<file path="src/rtl/inst_fetch.sv">
// Instruction fetch unit: holds the PC, reads the combinational instruction ROM
// once per cycle and hands {pc, inst, fault} entries to decode via a 2-entry FIFO.
module inst_fetch #(
  parameter logic [31:0] RESET_PC   = 32'h0000_0000,
  parameter int          ADDR_WIDTH = 12
) (
  input  logic        clk,
  input  logic        rst_n,
  output logic [31:0] rom_addr,
  input  logic [31:0] rom_data,
  input  logic        redirect_valid,
  input  logic [31:0] redirect_pc,
  output logic        out_valid,
  input  logic        out_ready,
  output logic [31:0] out_pc,
  output logic [31:0] out_inst,
  output logic        out_fault
);

  // Bits that may be set in a legal fetch address: word-aligned and inside the ROM.
  localparam logic [63:0] RANGE_MASK = (64'd1 << (ADDR_WIDTH + 2)) - 64'd1;
  localparam logic [31:0] VALID_MASK = RANGE_MASK[31:0] & ~32'd3;

  typedef struct packed {
    logic [31:0] pc;
    logic [31:0] inst;
    logic        fault;
  } entry_t;

  entry_t      entry_reg  [2];
  entry_t      entry_next [2];
  logic [1:0]  count_reg, count_next;
  logic [31:0] pc_reg, pc_next;
  logic        halted_reg, halted_next;

  logic        pop;
  logic        fetch;
  logic        fault;
  logic [1:0]  level;
  entry_t      new_entry;

  always_comb begin
    pop        = (count_reg != 2'd0) & out_ready;
    fetch      = !halted_reg & !redirect_valid & ((count_reg != 2'd2) | pop);
    fault      = |(pc_reg & ~VALID_MASK);
    new_entry.pc    = pc_reg;
    new_entry.inst  = fault ? 32'h0 : rom_data;
    new_entry.fault = fault;

    entry_next[0] = entry_reg[0];
    entry_next[1] = entry_reg[1];
    count_next    = count_reg;
    pc_next       = pc_reg;
    halted_next   = halted_reg;
    level         = count_reg;

    if (redirect_valid) begin
      entry_next[0] = '0;
      entry_next[1] = '0;
      count_next    = 2'd0;
      pc_next       = redirect_pc;
      halted_next   = 1'b0;
    end else begin
      // Slots past the fill level are kept at zero so an empty head reads as 0.
      if (pop) begin
        entry_next[0] = entry_reg[1];
        entry_next[1] = '0;
        level         = count_reg - 2'd1;
      end
      if (fetch) begin
        if (level == 2'd0) entry_next[0] = new_entry;
        else               entry_next[1] = new_entry;
        level = level + 2'd1;
        if (fault) halted_next = 1'b1;
        else       pc_next     = pc_reg + 32'd4;
      end
      count_next = level;
    end
  end

  always_ff @(posedge clk or negedge rst_n) begin
    if (!rst_n) begin
      for (int i = 0; i < 2; i++) entry_reg[i] <= '0;
      count_reg  <= 2'd0;
      pc_reg     <= RESET_PC;
      halted_reg <= 1'b0;
    end else begin
      for (int i = 0; i < 2; i++) entry_reg[i] <= entry_next[i];
      count_reg  <= count_next;
      pc_reg     <= pc_next;
      halted_reg <= halted_next;
    end
  end

  assign rom_addr  = pc_reg;
  assign out_valid = (count_reg != 2'd0);
  assign out_pc    = entry_reg[0].pc;
  assign out_inst  = entry_reg[0].inst;
  assign out_fault = entry_reg[0].fault;

endmodule

</file>
<file path="config.mk">
export PLATFORM = sky130hd
export DESIGN_NAME = inst_fetch
export DESIGN_NICKNAME = d
export VERILOG_FILES = /design/src/rtl/inst_fetch.sv
export SDC_FILE = /design/constraint.sdc
export NUM_CORES = 1
export LEC_CHECK = 0
export ABC_AREA = 1
export BUFFER_PORTS_ARGS = -buffer_cell sky130_fd_sc_hd__buf_2
export CORE_MARGIN = 2
export CORE_UTILIZATION = 31
export CTS_CLUSTER_SIZE = 14
export DETAILED_ROUTE_END_ITERATION = 16
export PLACE_DENSITY = 0.51
export SLEW_MARGIN = 20
export SYNTH_ARGS = -nofsm -noshare
export SYNTH_HDL_FRONTEND = slang
export SYNTH_SLANG_ARGS = --single-unit
</file>
<file path="constraint.sdc">
create_clock -name clk -period 2.51 [get_ports clk]
set_input_delay 0.251 -clock clk [delete_from_list [all_inputs] [get_ports clk]]
set_output_delay 0.251 -clock clk [all_outputs]
set_load 0.03 [all_outputs]
</file>
# Word-level counts from Yosys, hierarchy flattened
# Index checks and enable logic that the tools add are counted.
# op_classes
add_sub_neg	3
n_eq_ne	2
muxes	16
bitwise_logic	4
n_reduce_logical	9
# op_table
operator	n
$mux 130	3
$mux 65	2
$mux 32	4
$add 32x3->32 const B	1
$reduce_or 20->1	1
$mux 2	4
$reduce_bool 2->1	3
$ne 2x2->1 const B	2
$reduce_and 2->1	2
$and 1x1->1	3
$mux 1	3
$add 2x1->2 const B	1
$logic_not 1->1	2
$logic_not 2->1	1
$sub 2x1->2 const B	1
$or 1x1->1	1
# totals
register_bits	165
inputBits	68
out_inout_bits	98
word_cells	43

# Logic depth before layout (Yosys ltp)
# logic_depth
word_depth	8
ltp_mapped	15
ltp_nobuf	13

# Worst setup path after synthesis
# No wires, ideal clock.
# synth_path
kind	flip-flop to flip-flop
startpoint	reg count_reg[0]
endpoint	reg out_pc[5] (netlist name)
setup_ns	0.125
arrival_time_ns	2.271
required_ns	2.385
path_slack_ns	0.114
path_stages_with_launch	15
path_buffers	3
period_less_slack_ns	2.396
cell_sequence	dfrtp_1 inv_1 ha_1 inv_2 nand2_2 inv_2 clkbuf_1 nand2_1 o21ai_0 ha_1 inv_1 nor2_4 buf_2 buf_2 a21oi_1
# synth_lines
element	line	text
start: declaration	32	logic [1:0] count_reg, count_next;
start signal: assignment	89	count_reg <= count_next;

==> run_results.csv <==
group,metric,value,unit
setup_path,r2r_start,"count_reg[0]$_DFF_PN0_",
detailed_routing,wl,23900,um
clocking,cts.clk_slew.worst_paths,70,ps
clocking,cts_num_sinks,165,
setup_path,critPathMaxStageDelay,360,ps
timing,setup_violations,0,
setup_path,critPathMaxFanout,50,
timing,fin_ws,243,ps
timing,rsz0062_at_grt,"no",
logic_synthesis,synthesis.nets,1106,
logic_synthesis,syn_inst,1034,
job,maxCapViolations,0,
place,placed_area,8980,um2
setup_path,crit_type,"reg -> reg",
timing,hold_slack,34.3,ps
place,place_ws,139,ps
detailed_routing,routed-via-count,7141,
global_routing,gr-usage-all-layers,0.173,
timing,finalHoldViolCount,0,
die,core,26200,um2
clocking,cts_root_buf,"clkbuf_16",
clocking,cts_tree,"yes",
setup_path,cp_num_buf_inv,6,
cells_and_area,nets,1177,
setup_path,path_cells,"inv_1 -> ha_1 -> inv_2 -> nand2_4 -> inv_2 -> o21ai_0 -> ha_1 -> nor2_4 -> inv_6 -> buf_12 -> a21oi_1 -> o21ai_0 -> inv_1",
clocking,cts_buffer_depth,2,
setup_path,startpoint,"count_reg[0]$_DFF_PN0_",
die,io_pins,166,
cells_and_area,finalInstanceArea,9580,um2
detailed_routing,ant_nets,0,
pwr,ir_worst_vdd,0.000314,V
timing,tightest_slew,908,ps
timing,slew_headroom,0.395,
setup_path,reg2reg_slack,240,ps
pwr,powerDensity,871,nW/um2
timing,fmax,0.441,GHz
place,hpwl,15100,um
detailed_routing,drc,0,
logic_synthesis,synth.distinct_cells,24,
timing,fin_tns_setup,0,ps
setup_path,end_kind,"flop",
timing,period_minus_slack,2270,ps
cells_and_area,largest_reg_flops,65,
min_path,hp-class,"in -> reg",
timing,fin_skew,9.61,ps
detailed_routing,via_per_inst,4.91,
logic_synthesis,yosys_warnings,0,
timing,post-route-period-util,0.903,
global_routing,grt_antenna_before_repair,1,
logic_synthesis,synth_seq_cells,165,
die,rows,59,
die,die_area,28100,um2
die,die_h,168,um
setup_path,cp_data_arrival_time,2580,ps
clocking,post-cts-setup-buffer-count,0,
setup_path,path_delay_family,"buffers and inverters",
min_path,min_from,"redirect_pc[17]",
clocking,clock_latency,420,ps
detailed_routing,drt_iter0_markers,645,
logic_synthesis,netlist_area,8310,um2
cells_and_area,area_growth,15.4,%
setup_path,worst_setup_path_start_kind,"flop",
clocking,htree_num_levels,4,
detailed_routing,first_pass_iters,5,
pwr,p_leak,4.92,nW
global_routing,grt_pass1_vias,6883,
die,start_util,0.317,
cells_and_area,n_fill_cell,2740,
detailed_routing,wl_per_cell,16.4,um
logic_synthesis,avgSynthCellArea,8.03,um2
global_routing,overflow,0,
place,io_buffers,165,
place,gp_routability_congestion,0.787,
clocking,numCtsBuffers,17,
setup_path,worst_ep_required_time,2820,ps
logic_synthesis,ys_seq_area_frac,0.497,
global_routing,grt_pass1_wl,38400,um
die,die_w,168,um
global_routing,grt_max_degree,81,
cells_and_area,drive_gt1_frac,0.213,
setup_path,crit_slowest_cell,"dfrtp_1",
status,status,"finished clean",
timing,slew_violations,0,
[path summary, 6_finish.rpt]
kind	endpoint	depth (start not counted)
min in group asynchronous	rom_addr[12]$_DFFE_PN0P_	2
max	entry_reg[0]$_DFF_PN0_	13
max reg2reg	entry_reg[0]$_DFF_PN0_	13
max in group asynchronous	entry_reg[4]$_DFF_PN0_	3
min	rom_addr[17]$_DFFE_PN0P_	3
min reg2reg	entry_reg[33]$_DFF_PN0_	2
[per-layer routing]
layer / vias to the layer above / GRT usage / part of all wire
met3: 18 / 0.0371 / 0.059
met2: 205 / 0.270 / 0.46
met1: 3416 / 0.241 / 0.46
met5: - / 0 / 0
li1: 3502 / - / -
met4: 0 / 0.0507 / 0.014
[synthesized netlist by cell type]
cell        n  share of area
xor2_1      6         0.0063
clkbuf_1   35          0.016
o21ai_1    30          0.018
buf_6       1         0.0014
or2_2       2         0.0015
buf_4      68          0.061
nand3_1    81          0.049
nor2_4      5         0.0068
a21oi_1    70          0.042
nand2_4     1         0.0014
nand4_1    57          0.043
inv_2       6         0.0027
inv_4       1        0.00075
nand2_2     3         0.0023
ha_1        4         0.0060
nand2_1   319           0.14
buf_2      26          0.016
inv_1      38          0.017
nor2_2      1        0.00075
buf_1       5         0.0023
o21ai_0    85          0.051
dfrtp_1   165           0.50
nor2_1     24          0.011
nor2_8      1         0.0024
[per-stage QoR]
stage / utilization / power, mW / std cells
2_1_floorplan: - / 5.19 / 1034
5_1_grt: 0.366 / 8.85 / 1453
4_1_cts: 0.365 / 8.46 / 1453
3_3_place_gp: 0.343 / 5.77 / 1420
3_5_place_dp: 0.343 / 5.79 / 1420
6_report: 0.366 / 8.35 / 1454
[power breakdown]
group	leakage, nW	internal [mW]	switching [mW]
Combinational	2.43	0.646	1.82
Sequential	2.22	3.02	0.231
Clock	0.273	1.48	1.15
[kinds of logic after synthesis]
kind of cell,share of synthesized area
compound gates,0.111
buf+inv,0.117
flops,0.497
simple gates,0.262
xor+xnor,0.00633
fa+ha+maj,0.00603
[cell type report]
| type | instances | area [um2] | area share |
|---|---|---|---|
| flip-flops and latches | 165 | 4130 | 0.431 |
| multi-input cells | 689 | 3210 | 0.335 |
| repair buffers | 187 | 1070 | 0.111 |
| clock buffers | 18 | 429 | 0.0448 |
| well taps | 335 | 419 | 0.0437 |
| inverters | 45 | 175 | 0.0183 |
| clock inverters | 14 | 153 | 0.0159 |
| diodes | 1 | 2.50 | 0.000261 |
[layout by cell type, fill, tap and decap left out, drive strengths merged, types with 2 or more instances in the layout]
cell type / count
or2: 2
nor2: 31
nand2: 323
nand4: 57
nand3: 81
a21oi: 70
dfrtp: 165
clkinvlp: 4
clkinv: 6
clkbuf: 18
bufinv: 2
ha: 4
xor2: 6
o21ai: 115
inv: 47
buf: 186
[worst min-delay path, cell delays in order]
cell,delay [ps]
buf_2,70
nand2_1,40
o21ai_1,60
[what timing repair did]
action	CTS	global route
endpoints found under the setup margin	0	35
resized for setup	0	2
hold endpoints to repair	58	0
hold buffers	1	0
(Power assumes the default switching activity.)
